File: config.mk
export PLATFORM = sky130hd
export DESIGN_NAME = mem_store_buffer
export DESIGN_NICKNAME = d
export VERILOG_FILES = /design/src/rtl/mem_store_buffer.sv
export SDC_FILE = /design/constraint.sdc
export NUM_CORES = 1
export LEC_CHECK = 0
export CAP_MARGIN = 25
export CORE_MARGIN = 1
export CORE_UTILIZATION = 59
export DETAILED_ROUTE_END_ITERATION = 8
export PLACE_DENSITY = 0.95
export SETUP_SLACK_MARGIN = 0.05
export SLEW_MARGIN = 20
export SYNTH_ARGS = -nofsm -noshare
export SYNTH_HDL_FRONTEND = slang
export SYNTH_SLANG_ARGS = --single-unit
File: constraint.sdc
create_clock -name clk -period 7.3 [get_ports clk]
set_input_delay 1.825 -clock clk [delete_from_list [all_inputs] [get_ports clk]]
set_output_delay 1.825 -clock clk [all_outputs]
set_load 0.005 [all_outputs]
File: src/rtl/mem_store_buffer.sv
// Store buffer between the MEM stage and data memory.
// Aligns SB/SH/SW stores, queues up to DEPTH of them, and drains them over a req/ack write port.
module mem_store_buffer #(
   parameter int DEPTH = 4,
   parameter int AW    = 32,
   parameter int DW    = 32
) (
   input  logic                    clk,
   input  logic                    rst_n,
   input  logic                    st_valid,
   output logic                    st_ready,
   input  logic [AW-1:0]           st_addr,
   input  logic [DW-1:0]           st_data,
   input  logic [1:0]              st_size,
   output logic                    mem_req,
   input  logic                    mem_ack,
   output logic [AW-1:0]           mem_addr,
   output logic [DW-1:0]           mem_wdata,
   output logic [3:0]              mem_be,
   output logic                    misalign,
   output logic [$clog2(DEPTH):0]  count,
   output logic                    empty
);

   localparam int PW = $clog2(DEPTH);
   localparam int CW = PW + 1;

   logic [AW-1:0] addr_mem  [DEPTH];
   logic [DW-1:0] wdata_mem [DEPTH];
   logic [3:0]    be_mem    [DEPTH];

   logic [PW-1:0] rd_ptr;
   logic [PW-1:0] wr_ptr;
   logic          accept;
   logic          legal;
   logic          push;
   logic          pop;
   logic [DW-1:0] al_data;
   logic [3:0]    al_be;

   assign empty    = (count == '0);
   assign st_ready = (count != CW'(DEPTH));
   assign mem_req  = !empty;
   assign accept   = st_valid && st_ready;
   assign push     = accept && legal;
   assign pop      = mem_req && mem_ack;

   // Outputs read zero while nothing is held, so reset leaves them at 0 without clearing storage.
   assign mem_addr  = mem_req ? addr_mem[rd_ptr]  : '0;
   assign mem_wdata = mem_req ? wdata_mem[rd_ptr] : '0;
   assign mem_be    = mem_req ? be_mem[rd_ptr]    : '0;

   always_comb begin
      legal   = 1'b0;
      al_data = st_data;
      al_be   = 4'b0000;
      case (st_size)
         2'b00: begin
            legal   = 1'b1;
            al_data = {4{st_data[7:0]}};
            al_be   = 4'b0001 << st_addr[1:0];
         end
         2'b01: begin
            legal   = !st_addr[0];
            al_data = {2{st_data[15:0]}};
            al_be   = st_addr[1] ? 4'b1100 : 4'b0011;
         end
         2'b10: begin
            legal   = (st_addr[1:0] == 2'b00);
            al_data = st_data;
            al_be   = 4'b1111;
         end
         default: begin
            legal   = 1'b0;
            al_data = st_data;
            al_be   = 4'b0000;
         end
      endcase
   end

   always_ff @(posedge clk) begin
      if (push) begin
         addr_mem[wr_ptr]  <= {st_addr[AW-1:2], 2'b00};
         wdata_mem[wr_ptr] <= al_data;
         be_mem[wr_ptr]    <= al_be;
      end
   end

   always_ff @(posedge clk or negedge rst_n) begin
      if (!rst_n) begin
         rd_ptr   <= '0;
         wr_ptr   <= '0;
         count    <= '0;
         misalign <= 1'b0;
      end else begin
         misalign <= accept && !legal;
         if (push) wr_ptr <= wr_ptr + PW'(1);
         if (pop)  rd_ptr <= rd_ptr + PW'(1);
         if (push && !pop)
            count <= count + CW'(1);
         else if (pop && !push)
            count <= count - CW'(1);
      end
   end

endmodule
## Yosys cells after proc, flatten, opt, wreduce, memory -nomap -nowiden

Memories as Yosys holds them, arrays and structs flattened.
Cells that the tools add are included.

| storage, ports and cells | value |
|---|---|
| register bits | 8 |
| memory bits (writable) | 264 |
| input bits | 70 |
| output and inout port bits | 75 |
| word-level logic and storage cells | 41 |
| memories kept | 3 |

| cells by class | value |
|---|---|
| add/subtract/negate cells | 4 |
| equal/unequal tests | 3 |
| shift operators | 1 |
| mux-type cells | 11 |
| reduce and logical (&&, ||, !) cells | 15 |

Memory list:

| memory | depth | width | read ports | clocked after memory_dff | write ports | line | RTL |
|---|---|---|---|---|---|---|---|
| wdata_mem | 4 | 32 | 1 | 0 | 1 | 29 | `logic [DW-1:0] wdata_mem [DEPTH];` |
| addr_mem | 4 | 30 | 1 | 0 | 1 | 28 | `logic [AW-1:0] addr_mem [DEPTH];` |
| be_mem | 4 | 4 | 1 | 0 | 1 | 30 | `logic [3:0] be_mem [DEPTH];` |

Operator list:

| kind | count |
|---|---|
| $mux W32 | 2 |
| $pmux W32 S2 | 1 |
| $pmux W4 S3 | 1 |
| $mux W4 | 2 |
| $logic_and A1 B1 Y1 | 6 |
| $mux W3 | 2 |
| $logic_not A1 Y1 | 5 |
| $add A2 B1 Y2 const B | 2 |
| $logic_not A2 Y1 | 2 |
| $shl A1 B2 Y4 const A | 1 |
| $add A3 B1 Y3 const B | 1 |
| $logic_not A3 Y1 | 1 |
| $ne A3 B3 Y1 const B | 1 |
| $pmux W1 S3 | 1 |
| $sub A3 B1 Y3 const B | 1 |
| $eq A2 B1 Y1 const B | 1 |
| $eq A2 B2 Y1 const B | 1 |
| $mux W1 | 2 |
| $reduce_bool A2 Y1 | 1 |

## Logic depth before layout (Yosys ltp)

Gate-level depths: netlist of run 1.

| logic depth | value |
|---|---|
| depth in word-level cells | 7 |
| gate-level depth with buffers | 10 |
| mapped depth without buffers | 8 |

## Worst setup path before layout of run 1

Ideal clock, no wire load.

| path | value |
|---|---|
| path kind | input-to-reg |
| start | input port st_size[0] |
| end | memory addr_mem[0][0] (netlist bit), enable pin |
| library setup time | 0.431 ns |
| arrival | 4.094 ns |
| required time | 6.869 ns |
| setup slack | 2.775 ns |
| cell stages on the path | 4 |
| path buffers | 1 |
| cell sequence | buf_2 -> nor3_1 -> o211a_1 -> and2_1 |

| between the ends | value |
|---|---|
| longest elaborated chain between the ends | 5 |
| elaborated cells on any way between the ends | 7 |
| classes of those cells | eq/ne (2); mux (3); reduce/logical (2) |

RTL lines:

| item | line | RTL |
|---|---|---|
| from (decl) | 14 | `input logic [1:0] st_size,` |
| $eq A2 B2 Y1, or another cell as far along | 57 | `case (st_size)` |
| $pmux W1 S3 * | 57 |  |
| $logic_and A1 B1 Y1 * | 45 | `assign push = accept && legal;` |
| net push | 36 | `logic push;` |
| $mux W1 * | 82 | `if (push) begin` |
| $mux W1 (not written as such) * | 83 | `addr_mem[wr_ptr] <= {st_addr[AW-1:2], 2'b00};` |
| to (decl) | 28 |  |

The timed path passes the listed nets; every way through them passes the cells marked *.

## Worst setup path in the final report of run 1

| path | value |
|---|---|
| start | register rd_ptr[0] |
| end | output port mem_wdata[7] |

| between the ends | value |
|---|---|
| longest elaborated chain between the ends | 2 |

RTL lines:

| item | line | RTL |
|---|---|---|
| from (decl) | 32 | `logic [PW-1:0] rd_ptr;` |
| from (signal assigned) | 98 | `if (pop) rd_ptr <= rd_ptr + PW'(1);` |
| $mem_v2 Z4 W32 | -- |  |
| $mux W32 | 50 | `assign mem_wdata = mem_req ? wdata_mem[rd_ptr] : '0;` |
| to (decl) | 18 | `output logic [DW-1:0] mem_wdata,` |

No other way between the ends.

==> impl_metrics.json, run 1 <==
{
  "status": "finished, final reports clean",
  "power.density_cell_area_nw_per_um2": 378.3,
  "routability_cong": 0.7937,
  "critical_path_arrival_ns": 3.23,
  "initial_utilization_pct": 60.36,
  "synth_top_cells_by_count": "264 x sky130_fd_sc_hd__edfxtp_1, 70 x sky130_fd_sc_hd__and2_1, 66 x sky130_fd_sc_hd__mux4_2, 17 x sky130_fd_sc_hd__mux2_2, 11 x sky130_fd_sc_hd__clkbuf_1",
  "grt_util_all_layers_pct": 24.27,
  "synth_edf_count": 264,
  "rsz0062_at_grt": "no",
  "dieHeight_um": 137.8,
  "antenna_violations_before_repair": 0,
  "drt_pre_antenna_iters": 4,
  "holdBufCountCts": 0,
  "layout_worst_path_cycle_share_pct": 69.18,
  "combPwrFrac_pct": 32.7,
  "fillerInstances": 1033,
  "tritoncts": "built",
  "drt_drc_violations_left": 0,
  "maxCapViolations": 0,
  "cts_resized": 0,
  "finalPower_uw": 5059,
  "ys_seq_elements": 272,
  "grt_overflow_total": 0,
  "portion_of_total_power_attributed_to_sequential_cells_pct": 40.3,
  "pwr-share-clk_pct": 26.9,
  "crit_path_end_kind": "output pin",
  "dieWidth_um": 137.8,
  "worstSetupEndpoint": "mem_wdata[7]",
  "syn-instance-count": 519,
  "row_count": 49,
  "max_clock_freq_mhz": 198.0,
  "postSynthAreaPerCell_um2": 20.96,
  "final-hold-violation-count": 0,
  "place.detailed.hpwl_mm": 12.93,
  "cts_max_level": 1,
  "period_needed_ns": 5.050,
  "yosys.area.top_type": "sky130_fd_sc_hd__edfxtp_1",
  "synth_largest_type_area_fraction_pct": 72.86,
  "drtAntennaViolNets": 0,
  "grt_max_degree": 67,
  "ys_seq_area_share_pct": 74.70,
  "first_global_vias": 5937,
  "internal-power_uw": 3739,
  "critPathMaxStageDelay_ns": 0.75,
  "cts.sink_count": 272,
  "timing.hold.worst.class": "reg2reg",
  "routed_wl_mm": 22.36,
  "preCtsSetupSlack_ns": 2.564,
  "timing.setup.tns_ns": 0,
  "post-synth-top-count-cell": "sky130_fd_sc_hd__edfxtp_1",
  "viasPerCell": 6.098,
  "slew_violations": 0,
  "clock_insertion_delay_worst_skew_ns": 0.52,
  "setup_viol": 0,
  "n_antenna_cell": 0,
  "cts.reportedPaths.clkPinSlew_ns": 0.06,
  "worst_ir_drop_vdd_uv": 279.4,
  "postCtsSetupBuffers": 0,
  "num-nets-final": 742,
  "floorplan.io_pins": 145,
  "whs_ns": 0.5374,
  "drt_iter0_drc": 405,
  "route.vias.total": 5574,
  "critical_path_required_ns": 5.48,
  "global_route_wire_length_before_repair_mm": 32.98,
  "syn_warnings": 0,
  "coreArea_um2": 18020,
  "cp-startpoint": "rd_ptr[0]$_DFFE_PN0P_",
  "floorplan.die_area_um2": 18990,
  "area_growth_syn_to_layout_pct": 22.92,
  "synth_cell_type_count": 30,
  "placement.io_buffers": 142,
  "synth-main-ff-cell": "sky130_fd_sc_hd__edfxtp_1",
  "critical_path.cell_chain": "buf_12, buf_4, mux4_2, and2_1, clkdlybuf4s50_1",
  "avgRoutedWirePerCell_um": 24.46,
  "fraction_of_final_layout_cells_with_drive_strength_greater_than_1_pct": 20.15,
  "cts_inserted_buffers": 26,
  "r2r.worst_path.cells": 9,
  "worst_r2r_startpoint": "count[0]$_DFFE_PN0P_",
  "syn_area_um2": 10880,
  "timing.critical_path.fanout_max": 29,
  "startpoint_type": "register",
  "power_leakage_uw": 0.004399,
  "power_switching_uw": 1320,
  "maxSlewHeadroom_pct": 31.18,
  "async_flop_share_pct": 2.941,
  "min_setup_slack_post_route_ns": 2.250,
  "sw_frac_of_total_pct": 26.09,
  "r2r_end": "count[2]$_DFFE_PN0P_",
  "ctsRootBufferMaster": "sky130_fd_sc_hd__clkbuf_16",
  "worst-slew-pin-transition_ns": 1.032,
  "synthTopCellsByArea": "sky130_fd_sc_hd__edfxtp_1 73%, sky130_fd_sc_hd__mux4_2 14%, sky130_fd_sc_hd__and2_1 4.0%",
  "worst-setup-path-type": "reg2out",
  "timing.critical_path.slowest_stage_cell": "sky130_fd_sc_hd__dfrtp_4",
  "timing.clock.skew_ns": 0.01540,
  "final_core_occ_pct": 74.20,
  "clockBufferDepth": 3,
  "setup_slack_reg_to_reg_ns": 4.51
}
[per-layer routing]
layer	wire length [um]	GRT usage, %	part of all wire (%)	up-vias
li1	-	-	-	2366
met1	8106	30.36	36	2861
met2	11510	41.57	51	298
met3	2107	5.740	9.4	49
met4	642	8.756	2.9	0
met5	0	0	0	-
[state kept, by name (all words and copies together) (netlist names)]
| signal | cells |
|---|---|
| be_mem | 16 |
| misalign | 1 |
| wr_ptr | 2 |
| addr_mem | 120 |
| count | 3 |
| wdata_mem | 128 |
| rd_ptr | 2 |
[metrics by stage]
step / cell area [um2] / std cells
final: 13370 / 914
after floorplan: 10880 / 520
after CTS: 13330 / 912
after global routing: 13370 / 914
after global placement: 12440 / 864
after detailed placement: 12460 / 865
[cell families after synthesis]
group	count (synthesis)	synth area share (%)
adders and majority gates	6	0.7590
buffers and inverters	36	2.001
muxes	94	16.44
other	1	0.03447
xor gates and xnor gates	6	0.4830
DFF	272	74.70
AOI/OAI and AO/OA	16	0.7820
and+or+nand+nor	88	4.795
[worst max-delay path, delay by kind of cell (launching register included)]
kind | cells | cell delay [ns]
multiplexers | 1 | 0.56
AND/OR/NAND/NOR | 1 | 0.18
buffers and inverters | 3 | 1.19
flip-flops | 1 | 0.75
[placed cells by master, fill, tap and decap left out, drive strengths merged, types with 7 or more instances in the layout]
cell             n
o21ai           10
edfxtp         264
clkbuf          28
nand2           10
clkdlybuf4s50  142
mux2            18
clkinv          12
dfrtp            8
buf              7
and2            70
mux2i           10
mux4            66
[worst min path at each step]
stage,startpoint,end,slack (ns),cells after the start
final,count[2]$_DFFE_PN0P_,count[2]$_DFFE_PN0P_,0.54,1
after global routing,count[2]$_DFFE_PN0P_,count[2]$_DFFE_PN0P_,0.56,1
after CTS,count[2]$_DFFE_PN0P_,count[2]$_DFFE_PN0P_,0.54,1
after detailed placement,count[2]$_DFFE_PN0P_,count[2]$_DFFE_PN0P_,0.53,1
after global placement,count[2]$_DFFE_PN0P_,count[2]$_DFFE_PN0P_,0.49,1
after floorplan,count[2]$_DFFE_PN0P_,count[2]$_DFFE_PN0P_,0.49,1
[area by class of cell]
class	instances	area (um2)	area share (%)
well taps	229	286.5	2.142
flip-flops and latches	272	8133	60.81
clock buffers	28	679.4	5.080
inverters	5	18.77	0.1403
repair buffers	149	1511	11.30
multi-input cells	212	2550	19.07
clock inverters	19	195.2	1.459
[power groups by stage]
stage / Clock (uW) / Sequential (uW) / Combinational, uW
after global routing: 1440 / 2060 / 1790
after detailed placement: 0 / 2120 / 1600
after floorplan: 0 / 1980 / 960
after CTS: 1390 / 2090 / 1620
after global placement: 0 / 2100 / 1550
final: 1360 / 2040 / 1660
No activity file was read; power rests on OpenSTA's default activity.
==> run 2, diff against run 1 <==
Settings changed: CORE_UTILIZATION 59 to 50, PLACE_DENSITY 0.95 to 0.86.
Clock period 7.3 ns to 4.6 ns, I/O delays scaled along.
==> run 2 against run 1 <==
Effect of this change: design area increased by 0.95%; routed wire length decreased by 6.0%; hold slack got worse by 0.012 ns; first-iteration DRC count is 7.4% lower; core utilization down 10 points; sequential power increased by 61%; total power rose by 59%; global-route usage down 4.6 points; critical path type unchanged; largest cell class unchanged; largest power group unchanged.
==> impl_metrics.json, run 2 (synthesis results as in run 1) <==
{
  "grt_util_all_layers_pct": 19.64,
  "coreArea_um2": 21150,
  "viasPerCell": 5.563,
  "final_cell_area_um2": 13500,
  "worst_r2r_startpoint": "count[0]$_DFFE_PN0P_",
  "place.detailed.hpwl_mm": 12.82,
  "slew_violations": 0,
  "drt_drc_violations_left": 0,
  "cp_top_family": "buffers and inverters",
  "clock_insertion_delay_worst_skew_ns": 0.52,
  "largest_register_ff_count": 128,
  "timing.critical_path.fanout_max": 26,
  "power_leakage_uw": 0.004434,
  "avgRoutedWirePerCell_um": 21.81,
  "routed_wl_mm": 21.02,
  "critical_path.cell_chain": "buf_4, mux4_2, and2_1, clkdlybuf4s50_1",
  "maxCapViolations": 0,
  "final_cell_mix": "264 x sky130_fd_sc_hd__edfxtp_1, 142 x sky130_fd_sc_hd__clkdlybuf4s50_1, 66 x sky130_fd_sc_hd__mux4_2, 66 x sky130_fd_sc_hd__and2_1, 27 x sky130_fd_sc_hd__clkbuf_16",
  "dieWidth_um": 149.5,
  "cts.sink_count": 272,
  "num-nets-final": 745,
  "holdBufCountCts": 0,
  "layout_commonest_cell": "sky130_fd_sc_hd__edfxtp_1",
  "setup_viol": 0,
  "first_global_vias": 5769,
  "status": "finished, final reports clean",
  "top_register": "wdata_mem",
  "dieHeight_um": 149.5,
  "worst_ir_drop_vdd_uv": 352.3,
  "drtAntennaViolNets": 0,
  "crit_path_end_kind": "output pin",
  "startpoint_type": "register",
  "holdCritStartpoint": "count[2]$_DFFE_PN0P_",
  "whs_ns": 0.5251,
  "critical_path_required_ns": 3.45,
  "floorplan.die_area_um2": 22350,
  "initial_utilization_pct": 51.43,
  "cts_max_level": 1,
  "routability_cong": 0.7922,
  "detailed_place.area_um2": 12620,
  "worst-slew-pin-transition_ns": 0.9700,
  "cts.reportedPaths.clkPinSlew_ns": 0.06,
  "clockBufferDepth": 3,
  "n_antenna_cell": 0,
  "grt_max_degree": 68,
  "timing.setup.tns_ns": 0,
  "global_route_wire_length_before_repair_mm": 32.68,
  "r2r_end": "count[2]$_DFFE_PN0P_",
  "row_count": 53,
  "layout_top_registers": "wdata_mem x128, addr_mem x120, be_mem x16",
  "period_needed_ns": 3.995,
  "r2r.worst_path.cells": 9,
  "timing.critical_path.slowest_stage_cell": "sky130_fd_sc_hd__dfrtp_4",
  "layout_worst_path_cycle_share_pct": 86.84,
  "final-hold-violation-count": 0,
  "worst-setup-path-type": "reg2out",
  "cts_resized": 0,
  "setup_slack_reg_to_reg_ns": 1.77,
  "min_setup_slack_post_route_ns": 0.6054,
  "max_clock_freq_mhz": 250.3,
  "preCtsSetupSlack_ns": 1.022,
  "route.vias.total": 5363,
  "min_to": "count[2]$_DFFE_PN0P_",
  "rsz0062_at_grt": "no",
  "power.density_cell_area_nw_per_um2": 594.4,
  "tritoncts": "built",
  "critPathMaxStageDelay_ns": 0.76,
  "timing.hold.worst.class": "reg2reg",
  "fraction_of_final_layout_cells_with_drive_strength_greater_than_1_pct": 20.03,
  "critical_path_arrival_ns": 2.84,
  "placement.io_buffers": 142,
  "drt_iter0_drc": 375,
  "grt_overflow_total": 0,
  "antenna_violations_before_repair": 0,
  "drt_pre_antenna_iters": 4,
  "area_growth_syn_to_layout_pct": 24.09,
  "ctsRootBufferMaster": "sky130_fd_sc_hd__clkbuf_16",
  "postCtsSetupBuffers": 0,
  "path_buf_inv": 2,
  "timing.clock.skew_ns": 0.007706,
  "floorplan.io_pins": 145,
  "holdPathStages": 1,
  "cts_inserted_buffers": 27,
  "maxSlewHeadroom_pct": 35.33,
  "fillerInstances": 1393
}
==> run 2: where the power goes <==
group,switching [uW],internal [uW]
registers,266,3020
logic,924,1640
clock network,877,1300
==> run 2: per-stage QoR <==
step	std cells	utilization [%]	total power (uW)
final	964	63.83	8026
after global routing	964	63.83	8398
after CTS	964	63.83	8123
after detailed placement	915	59.66	5929
after global placement	914	59.53	5857
after floorplan	520	-	4658
==> run 2: worst max-delay path by stage <==
stage,startpoint,endpoint,slack [ns],cells past startpoint
finish,rd_ptr[0]$_DFFE_PN0P_,mem_wdata[6],0.61,4
global route,rd_ptr[0]$_DFFE_PN0P_,mem_wdata[14],0.42,4
CTS,rd_ptr[0]$_DFFE_PN0P_,mem_wdata[14],0.52,4
detailed placement,st_size[0],wdata_mem[3][17]$_DFFE_PP_,1.02,5
global placement,rd_ptr[0]$_DFFE_PN0P_,mem_addr[3],1.09,4
floorplan,st_size[0],addr_mem[0][0]$_DFFE_PP_,0.75,4
==> run 2: layout make-up <==
class / instances / area (um2) / area share, %
clock buffers: 31 / 690.7 / 5.115
inverters: 5 / 18.77 / 0.1390
flip-flops and latches: 272 / 8135 / 60.25
well taps: 275 / 344.1 / 2.548
clock inverters: 18 / 191.4 / 1.418
repair buffers: 151 / 1572 / 11.64
multi-input cells: 212 / 2550 / 18.89
==> run 2: routing by layer <==
metal	track usage [%]	wire, um
met1	25.77	8002
met2	33.24	10920
met3	3.750	1665
met4	6.224	435
met5	0	0
